--- config.mk ---
export PLATFORM = sky130hd
export DESIGN_NAME = risc_toy_mem_arbiter
export DESIGN_NICKNAME = d
export VERILOG_FILES = /design/src/rtl/risc_toy_pkg.sv /design/src/rtl/risc_toy_mem_arbiter.sv
export SDC_FILE = /design/constraint.sdc
export NUM_CORES = 1
export LEC_CHECK = 0
export ABC_AREA = 1
export ABC_CLOCK_PERIOD_IN_PS = 1520
export CELL_PAD_IN_SITES_DETAIL_PLACEMENT = 2
export CELL_PAD_IN_SITES_GLOBAL_PLACEMENT = 2
export CORE_ASPECT_RATIO = 0.7
export CORE_MARGIN = 8
export CORE_UTILIZATION = 23
export CTS_CLUSTER_SIZE = 40
export DETAILED_ROUTE_END_ITERATION = 10
export GPL_ROUTABILITY_DRIVEN = 0
export PLACE_DENSITY = 0.77
export RECOVER_POWER = 50
export SKIP_CTS_REPAIR_TIMING = 1
export SYNTH_ARGS = -nofsm -noshare
export SYNTH_HDL_FRONTEND = slang
export SYNTH_SLANG_ARGS = --single-unit
--- constraint.sdc ---
create_clock -name CLK -period 1.52 [get_ports CLK]
set_input_delay 0.38 -clock CLK [delete_from_list [all_inputs] [get_ports CLK]]
set_output_delay 0.38 -clock CLK [all_outputs]
set_load 0.02 [all_outputs]
--- src/rtl/risc_toy_pkg.sv ---
// rtl/risc_toy_pkg.sv - shared types and constants for the RISC_TOY memory arbiter
//
// Purpose: arbiter state encoding, memory direction constants and default
// address/data widths shared by the arbiter and its users.
// Ports: none (package).

package risc_toy_pkg;

  typedef enum logic [1:0] {
    IDLE   = 2'd0,
    BUSY_I = 2'd1,
    BUSY_D = 2'd2
  } arb_state_e;

  localparam logic RW_READ  = 1'b0;
  localparam logic RW_WRITE = 1'b1;

  localparam int AW_DEFAULT = 30;
  localparam int DW_DEFAULT = 32;

endpackage

--- src/rtl/risc_toy_mem_arbiter.sv ---
// rtl/risc_toy_mem_arbiter.sv - fetch/data arbiter in front of a single-ported memory
//
// Purpose: serialises RISC_TOY instruction-fetch and data requests onto one
// external memory port, one outstanding transaction at a time. Data wins over
// fetch, except that after MAX_DSTREAK consecutive data grants with a fetch
// waiting, the fetch is served next.
// Optional feature: define MEMARB_TIMEOUT_EN to add a busy-cycle watchdog that
// abandons a transaction after TIMEOUT_CYC cycles and flags it on ERR.
// Ports:
//   CLK, RSTN                       clock, asynchronous active-low reset
//   I_REQ/I_ADDR -> I_ACK/I_RDATA   fetch requester
//   D_REQ/D_RW/D_ADDR/D_WDATA
//     -> D_ACK/D_RDATA              data requester
//   ERR                             pulses with a timed-out ACK (0 without watchdog)
//   M_REQ/M_RW/M_ADDR/M_WDATA
//     <- M_ACK/M_RDATA              memory side, outputs registered

module risc_toy_mem_arbiter
  import risc_toy_pkg::*;
#(
  parameter int AW          = AW_DEFAULT,
  parameter int DW          = DW_DEFAULT,
  parameter int MAX_DSTREAK = 4,
  parameter int TIMEOUT_CYC = 64
) (
  input  logic          CLK,
  input  logic          RSTN,
  input  logic          I_REQ,
  input  logic [AW-1:0] I_ADDR,
  output logic          I_ACK,
  output logic [DW-1:0] I_RDATA,
  input  logic          D_REQ,
  input  logic          D_RW,
  input  logic [AW-1:0] D_ADDR,
  input  logic [DW-1:0] D_WDATA,
  output logic          D_ACK,
  output logic [DW-1:0] D_RDATA,
  output logic          ERR,
  output logic          M_REQ,
  output logic          M_RW,
  output logic [AW-1:0] M_ADDR,
  output logic [DW-1:0] M_WDATA,
  input  logic          M_ACK,
  input  logic [DW-1:0] M_RDATA
);

  generate
    if (MAX_DSTREAK < 1 || MAX_DSTREAK > 15 || TIMEOUT_CYC < 1 || TIMEOUT_CYC > 127) begin : g_bad_params
      $error("risc_toy_mem_arbiter: MAX_DSTREAK must be 1..15 and TIMEOUT_CYC 1..127");
    end
  endgenerate

  localparam logic [3:0] STREAK_MAX = 4'(MAX_DSTREAK);

  arb_state_e    state_q, state_d;
  logic [3:0]    streak_q, streak_d;
  logic          m_req_q, m_req_d;
  logic          m_rw_q, m_rw_d;
  logic [AW-1:0] m_addr_q, m_addr_d;
  logic [DW-1:0] m_wdata_q, m_wdata_d;
  logic          i_ack_q, i_ack_d;
  logic          d_ack_q, d_ack_d;
  logic [DW-1:0] i_rdata_q, i_rdata_d;
  logic [DW-1:0] d_rdata_q, d_rdata_d;
  logic          grant_d;
  logic          finish;
  logic          timed_out;

`ifdef MEMARB_TIMEOUT_EN
  localparam logic [6:0] WDOG_LAST = 7'(TIMEOUT_CYC - 1);
  logic [6:0] wdog_q, wdog_d;
  logic       err_q, err_d;
`endif

  always_comb begin
    state_d   = state_q;
    streak_d  = streak_q;
    m_req_d   = m_req_q;
    m_rw_d    = m_rw_q;
    m_addr_d  = m_addr_q;
    m_wdata_d = m_wdata_q;
    i_ack_d   = 1'b0;
    d_ack_d   = 1'b0;
    i_rdata_d = i_rdata_q;
    d_rdata_d = d_rdata_q;
    finish    = 1'b0;
    timed_out = 1'b0;
    // Data wins unless a waiting fetch has already been passed over STREAK_MAX times.
    grant_d   = D_REQ && !(I_REQ && streak_q == STREAK_MAX);
`ifdef MEMARB_TIMEOUT_EN
    wdog_d    = wdog_q;
    err_d     = 1'b0;
`endif

    case (state_q)
      IDLE: begin
`ifdef MEMARB_TIMEOUT_EN
        wdog_d = 7'd0;
`endif
        if (!I_REQ) begin
          streak_d = 4'd0;
        end
        if (grant_d) begin
          state_d   = BUSY_D;
          m_req_d   = 1'b1;
          m_rw_d    = D_RW;
          m_addr_d  = D_ADDR;
          m_wdata_d = D_WDATA;
          if (I_REQ && streak_q != STREAK_MAX) begin
            streak_d = streak_q + 4'd1;
          end
        end else if (I_REQ) begin
          state_d  = BUSY_I;
          m_req_d  = 1'b1;
          m_rw_d   = RW_READ;
          m_addr_d = I_ADDR;
          streak_d = 4'd0;
        end
      end

      BUSY_I, BUSY_D: begin
        finish = M_ACK;
`ifdef MEMARB_TIMEOUT_EN
        // A memory ACK in the last watchdog cycle still completes normally.
        if (!M_ACK) begin
          if (wdog_q == WDOG_LAST) begin
            finish    = 1'b1;
            timed_out = 1'b1;
          end else begin
            wdog_d = wdog_q + 7'd1;
          end
        end
        err_d = timed_out;
`endif
        // Always pass through IDLE so the ACK cycle never issues a new grant.
        if (finish) begin
          m_req_d = 1'b0;
          state_d = IDLE;
          if (state_q == BUSY_I) begin
            i_ack_d = 1'b1;
            if (!timed_out) begin
              i_rdata_d = M_RDATA;
            end
          end else begin
            d_ack_d = 1'b1;
            if (!timed_out && m_rw_q != RW_WRITE) begin
              d_rdata_d = M_RDATA;
            end
          end
        end
      end

      default: begin
        state_d = IDLE;
        m_req_d = 1'b0;
      end
    endcase
  end

  always_ff @(posedge CLK or negedge RSTN) begin
    if (!RSTN) begin
      state_q   <= IDLE;
      streak_q  <= 4'd0;
      m_req_q   <= 1'b0;
      m_rw_q    <= 1'b0;
      m_addr_q  <= '0;
      m_wdata_q <= '0;
      i_ack_q   <= 1'b0;
      d_ack_q   <= 1'b0;
      i_rdata_q <= '0;
      d_rdata_q <= '0;
    end else begin
      state_q   <= state_d;
      streak_q  <= streak_d;
      m_req_q   <= m_req_d;
      m_rw_q    <= m_rw_d;
      m_addr_q  <= m_addr_d;
      m_wdata_q <= m_wdata_d;
      i_ack_q   <= i_ack_d;
      d_ack_q   <= d_ack_d;
      i_rdata_q <= i_rdata_d;
      d_rdata_q <= d_rdata_d;
    end
  end

`ifdef MEMARB_TIMEOUT_EN
  always_ff @(posedge CLK or negedge RSTN) begin
    if (!RSTN) begin
      wdog_q <= 7'd0;
      err_q  <= 1'b0;
    end else begin
      wdog_q <= wdog_d;
      err_q  <= err_d;
    end
  end

  assign ERR = err_q;
`else
  assign ERR = 1'b0;
`endif

  assign I_ACK   = i_ack_q;
  assign I_RDATA = i_rdata_q;
  assign D_ACK   = d_ack_q;
  assign D_RDATA = d_rdata_q;
  assign M_REQ   = m_req_q;
  assign M_RW    = m_rw_q;
  assign M_ADDR  = m_addr_q;
  assign M_WDATA = m_wdata_q;

endmodule

# After elaboration in Yosys (flattened, before gate mapping)
# Index checks and enable logic that the tools add are counted.
# word_totals
word_cells	53
in_bits	130
out_inout_bits	131
regBits	136
# op_classes
n_mux	22
n_addsub	1
n_eq_ne	6
n_reduce_logical	12
n_bitwise	2
# ops
op	count
$mux W30	2
$mux W4	4
$mux W1	11
$mux W2	3
$reduce_and A2 Y1	3
$add A4 B1 Y4 const B	1
$eq A4 B3 Y1 const B	1
$ne A4 B3 Y1 const B	1
$pmux W2 S2	1
$reduce_and A4 Y1	1
$logic_and A1 B1 Y1	3
$ne A3 B3 Y1 const B	1
$reduce_and A3 Y1	1
$eq A2 B1 Y1 const B	1
$eq A2 B2 Y1 const B	1
$logic_not A2 Y1	1
$ne A2 B2 Y1 const B	1
$not A1 Y1	2
$pmux W1 S2	1
$reduce_bool A2 Y1	1
$reduce_or A2 Y1	1
$logic_not A1 Y1	1

# Longest topological paths before layout
# logic_depth
word_depth	6
mapped_depth	9
mapped_depth_nobuf	8

# Least setup slack after synthesis
# No wires, ideal clock.
# synth_timing
kind	register -> register
startpoint	register state_q[0]
endpoint	register d_rdata_q[22] (netlist: D_RDATA[22])
period_less_slack_ns	1.393
t_required_ns	1.443
setup_time_ns	0.077
t_arrival_ns	1.317
slack_ns	0.127
path_buffers	1
path_stages_with_launch	9
path_cell_list	dfrtp_1 > inv_1 > ha_1 > nand2_1 > nor2_2 > nand2_2 > clkbuf_1 > nand2_1 > o21ai_1
# synth_via
elab_chain_cells	3
word_cells_on_any_way	5
cone_classes	eq/ne: 2; bitwise: 1; reduce/logical: 2
# synth_rtl
element	line_no	rtl
from (decl)	risc_toy_mem_arbiter.sv:55	arb_state_e state_q, state_d;
from (signal assigned)	risc_toy_mem_arbiter.sv:173	state_q <= state_d;
$eq A2 B1 Y1 / $eq A2 B2 Y1 (equally long branches)	risc_toy_mem_arbiter.sv:95, risc_toy_mem_arbiter.sv:139	
$reduce_or A2 Y1 / $not A1 Y1 (equally long branches)	n/a	
$reduce_and A4 Y1 (no source line) (*)	n/a	
to (signal assigned)	risc_toy_mem_arbiter.sv:182	d_rdata_q <= d_rdata_d;
to (decl)	risc_toy_mem_arbiter.sv:64	logic [DW-1:0] d_rdata_q, d_rdata_d;
# Every way passes the cells marked *; elsewhere a longest branch is shown, timed or not.
# A chain may end at the register's enable or synchronous reset.

# Worst setup path after layout
# layout_timing
startpoint	register streak_q[0]
endpoint	register m_wdata_q[9] (netlist: M_WDATA[9])
# layout_via
elab_chain_cells	5
# layout_rtl
element	line_no	rtl
from (decl)	risc_toy_mem_arbiter.sv:56	logic [3:0] streak_q, streak_d;
from (signal assigned)	risc_toy_mem_arbiter.sv:174	streak_q <= streak_d;
$eq A4 B3 Y1	risc_toy_mem_arbiter.sv:89	grant_d = D_REQ && !(I_REQ && streak_q == STREAK_MAX);
$logic_and A1 B1 Y1	risc_toy_mem_arbiter.sv:89	
$logic_not A1 Y1	risc_toy_mem_arbiter.sv:89	
$logic_and A1 B1 Y1	risc_toy_mem_arbiter.sv:89	
$reduce_and A2 Y1 (no source line)	n/a	
to (signal assigned)	risc_toy_mem_arbiter.sv:178	m_wdata_q <= m_wdata_d;
to (decl)	risc_toy_mem_arbiter.sv:60	logic [DW-1:0] m_wdata_q, m_wdata_d;
# No other way between the ends.

==> summary.txt <==
Placed design
  – Placed Area: 9040 sq um
  – Count of input and output buffers: roughly 260
  – Placed Instances: 1,282
  – HPWL after detailed placement: roughly 18,000 microns

Final layout
  – FF+latch area: 3400 sq um
  – Total non-filler cell area in the finished layout: ~10,000 sq um
  – FILL cells: roughly 2,700
  – Number of standard cells in the layout, taps in and fillers out: between 1,000 and 1,500
  – Layout cell share with drive strength beyond 1: about a tenth
  – Multi-input gate area in the final layout: roughly 1900 sq um
  – Area added between synthesis and finish: 78.0%
  – Final net count: about 1,100

Pwr
  – Design Power: approximately 21,000 uW
  – Pleak: roughly 0.0065 uW
  – Share of total power consumed by net switching: 38.6%
  – Proportion of power drawn by flip-flops and latches: about 29%
  – Combinational power share: a little under half
  – Cell-internal power: approximately 13,000 uW
  – Worst IR drop on VDD: slightly below 0.9 mV
  – Part of the total power dissipated in the clock network: 23.1%
  – Pwr dens: 2060 nW/um^2
  – Switch Pwr: 8250 uW

Timing
  – F_max: 0.674 GHz
  – Max Transition Viols Final: 0
  – Final Skew: between 0.01 and 0.015 ns
  – Post-route clock period utilization: between 90% and 100%
  – Unrepaired setup endpoints after global routing: yes
  – Relative slew slack: between 40% and 50%
  – Shortest period the worst path allows: around 1.5 ns
  – Total count of hold-check failures in the final report: 0
  – Actual slew at the worst max-slew pin: between 0.7 and 0.8 ns
  – Final setup violating endpoints: 0

Global routing
  – Most crowded layer after global routing: met2
  – Met3 track utilization from global routing: 6.90%
  – Global Route Usage Sum: 15.7%
  – Global Route met2 Usage: approximately 25%
  – Number of global-route vias before repair: approximately 6,500
  – Total global routing overflow: 0
  – Maximum number of pins on one net before global-route repair: 44
  – M1 GR Usage: 19.1%
  – Antenna violations before repair: 1
  – Global-route wire length before repair: about 37,000 microns

Detailed routing
  – Final WL: roughly 25,000 microns
  – Antenna-violating nets left: 0
  – Via count: ~5,700
  – Post-route DRC violation count: 0
  – Wirelength per Cell: 19.2 microns
  – Mean number of vias per cell: ~4.3
  – Drt first-iter violations: around 110
  – 1st-pass router iterations: 4

Clock tree
  – CTS Sinks: approximately 140
  – TritonCTS Buffers: 17
  – Clk slew on worst S/H paths: 0.06 ns
  – CTS H-tree lvls: 4
  – Clock tree buffer depth: 2
  – Clock tree from TritonCTS: yes
  – Root buf cell: sky130_fd_sc_hd__clkbuf_16
  – Insertion delay of the later-clocked pin in the worst-skew pair: about 0.42 ns

Worst setup path
  – Start point of the critical path: streak_q[0]$_DFFE_PN0P_
  – Length in cells of the worst reg-to-reg path: 8
  – Worst path max stage delay: 0.40 ns
  – Path type of the worst setup path: reg2reg
  – Required time worst endpoint: between 1.5 and 2 ns
  – Cell mode on critical path: sky130_fd_sc_hd__nand2_1
  – Cell-by-cell trace of the critical path: inv_1 > ha_4 > nand4_4 > nand2_4 > inv_4 > clkbuf_16 > nand2_1 > nand2_1
  – Worst Path Buf+Inv: 3
  – Flop-to-flop setup slack: between 0.03 and 0.04 ns
  – Worst-path maximum fanout: 11
  – CP max-delay cell: sky130_fd_sc_hd__dfrtp_1
  – Startpoint types: flip-flop
  – Arrival time of the worst setup path: between 1.5 and 2 ns
  – Cell family with most CP delay: simple AND/OR/NAND/NOR gates
  – Startpoint of the worst register-to-register path: streak_q[0]$_DFFE_PN0P_
  – End of the worst register-to-register path: M_WDATA[9]$_DFFE_PN0P_
  – Worst Setup End Kind: flip-flop

Outcome
  – Status: finished clean

Floorplan
  – Row Count: 48
  – Die Height: 149 microns
  – Total die area: just over 30,000 sq um
  – Horizontal extent of the die: between 200 and 250 microns
  – IO Pins: ~260
  – Initial standard-cell utilization of the core: 23.5%
  – Core region area: between 20,000 and 25,000 sq um

Flow run
  – Reported max-cap violation count: 0

Synthesis
  – Synthesized area divided by synthesized cell count: around 8.3 sq um
  – Cell area after technology mapping: roughly 5800 sq um
  – Number of synthesized flops with an enable pin: 0
  – Library cells used by synthesis: 21
  – Most used DFF post-synth: sky130_fd_sc_hd__dfrtp_1
  – Sequential-to-total area share from yosys stat: roughly 59%
  – Number of standard cells after synthesis: 702
  – Number of nets produced by synthesis: between 800 and 900
  – Count of warnings emitted by yosys: 0
  – Proportion of synthesized flip-flops having asynchronous set or reset: 100%
  – Number of flip-flops and latches in the synthesized netlist: around 140

Hold path
  – Endpoint of the worst hold-timing path: M_WDATA[30]$_DFFE_PN0P_
  – Tightest Hold Check Type: reg2reg
  – Worst Hold Depth: 2
  – Worst min-delay path startpoint: M_WDATA[30]$_DFFE_PN0P_
layout make-up:
type,instances,area share (%)
Multi-Input combinational cell,421,18.6
Inverter,108,3.96
Sequential cell,136,32.9
Tap cell,325,3.93
Timing Repair Buffer,302,33.8
Clock buffer,22,4.68
Clock inverter,10,2.05
Antenna cell,2,0.0483
power groups by stage:
stage | clock network (uW) | registers [uW] | logic [uW]
6_report | 4930 | 6250 | 10200
5_1_grt | 5200 | 6470 | 11000
4_1_cts | 5080 | 6320 | 9930
3_5_place_dp | 0 | 6340 | 9860
3_3_place_gp | 0 | 6260 | 9610
2_1_floorplan | 0 | 8240 | 2420
Yosys cell counts, types with 3 or more instances:
library cell	n	area (sq um)
sky130_fd_sc_hd__o21ai_0	66	330
sky130_fd_sc_hd__buf_2	18	90.1
sky130_fd_sc_hd__inv_2	3	11.3
sky130_fd_sc_hd__o21ai_1	3	15.0
sky130_fd_sc_hd__nand2_2	3	18.8
sky130_fd_sc_hd__nand3_1	64	320
sky130_fd_sc_hd__dfrtp_1	136	3400
sky130_fd_sc_hd__buf_4	4	30.0
sky130_fd_sc_hd__inv_1	105	394
sky130_fd_sc_hd__clkbuf_1	15	56.3
sky130_fd_sc_hd__ha_1	4	50.1
sky130_fd_sc_hd__nand2_1	271	1020
layout by cell type (no fill, tap or decap), types with 2 or more instances in the layout:
| cell | Yosys | layout |
|---|---|---|
| sky130_fd_sc_hd__buf_12 | 0 | 10 |
| sky130_fd_sc_hd__o21ai_1 | 3 | 16 |
| sky130_fd_sc_hd__nand2_4 | 0 | 3 |
| sky130_fd_sc_hd__inv_1 | 105 | 102 |
| sky130_fd_sc_hd__nand3_1 | 64 | 64 |
| sky130_fd_sc_hd__dfrtp_1 | 136 | 136 |
| sky130_fd_sc_hd__buf_4 | 4 | 17 |
| sky130_fd_sc_hd__bufinv_16 | 0 | 6 |
| sky130_fd_sc_hd__o21ai_2 | 0 | 5 |
| sky130_fd_sc_hd__buf_6 | 0 | 6 |
| sky130_fd_sc_hd__clkbuf_2 | 0 | 2 |
| sky130_fd_sc_hd__clkbuf_16 | 0 | 23 |
| sky130_fd_sc_hd__inv_2 | 3 | 4 |
| sky130_fd_sc_hd__dlymetal6s2s_1 | 0 | 130 |
| sky130_fd_sc_hd__nand2_2 | 3 | 13 |
| sky130_fd_sc_hd__diode_2 | 0 | 2 |
| sky130_fd_sc_hd__ha_1 | 4 | 2 |
| sky130_fd_sc_hd__nand2_1 | 271 | 258 |
| sky130_fd_sc_hd__clkdlybuf4s50_1 | 0 | 128 |
| sky130_fd_sc_hd__buf_8 | 0 | 2 |
| sky130_fd_sc_hd__inv_4 | 0 | 2 |
| sky130_fd_sc_hd__clkbuf_8 | 0 | 4 |
| sky130_fd_sc_hd__o21ai_0 | 66 | 48 |
| sky130_fd_sc_hd__ha_4 | 0 | 2 |
| sky130_fd_sc_hd__o22ai_1 | 2 | 2 |
| sky130_fd_sc_hd__clkinvlp_4 | 0 | 2 |
stage by stage:
| stage | worst slack, ns | util, % | TNS [ns] | hold WS, ns |
|---|---|---|---|---|
| floorplan | 0.127 | - | 0 | 0.0844 |
| global placement | -0.271 | 36.5 | -18.10 | 0.269 |
| detailed placement | -0.316 | 36.5 | -22.64 | 0.276 |
| CTS | -0.350 | 39.4 | -39.15 | -0.189 |
| global route | -0.0467 | 41.8 | -0.783 | 0.496 |
| finish | 0.0361 | 41.8 | 0 | 0.473 |
cells by family (layout without fill, tap and decap cells):
kind of cell	after synthesis	count (layout)	synth area share, %
fa+ha+maj	4	4	0.860
flops	136	136	58.5
buf+inv	145	442	10.0
other cells	1	3	0.0645
simple gates	343	343	24.0
compound gates	73	73	6.52
routing by layer:
metal / wire (microns) / vias to the layer above
li1: - / 2700
met1: 10900 / 2847
met2: 12100 / 169
met3: 2260 / 16
met4: 175 / 0
met5: 0 / -
tightest hold or removal path, cell delays in order, from the launching register on:
cell	delay [ns]
sky130_fd_sc_hd__dfrtp_1	0.34
sky130_fd_sc_hd__nand2_1	0.05
sky130_fd_sc_hd__nand2_1	0.05
state kept, by name (all words and copies together) (netlist names):
name / flops
M_ADDR: 30
D_RDATA: 32
D_ACK: 1
M_RW: 1
M_WDATA: 32
M_REQ: 1
I_RDATA: 32
I_ACK: 1
streak_q: 4
state_q: 2
how the worst max path moves through the flow:
stage | to | cells past startpoint
3_3_place_gp | M_WDATA[23]$_DFFE_PN0P_ | 7
6_report | M_WDATA[9]$_DFFE_PN0P_ | 8
5_1_grt | D_RDATA[8]$_DFFE_PN0P_ | 8
4_1_cts | M_REQ | 1
3_5_place_dp | M_WDATA[23]$_DFFE_PN0P_ | 7
2_1_floorplan | D_RDATA[22]$_DFFE_PN0P_ | 8
Power figures use the tool's default switching activity.
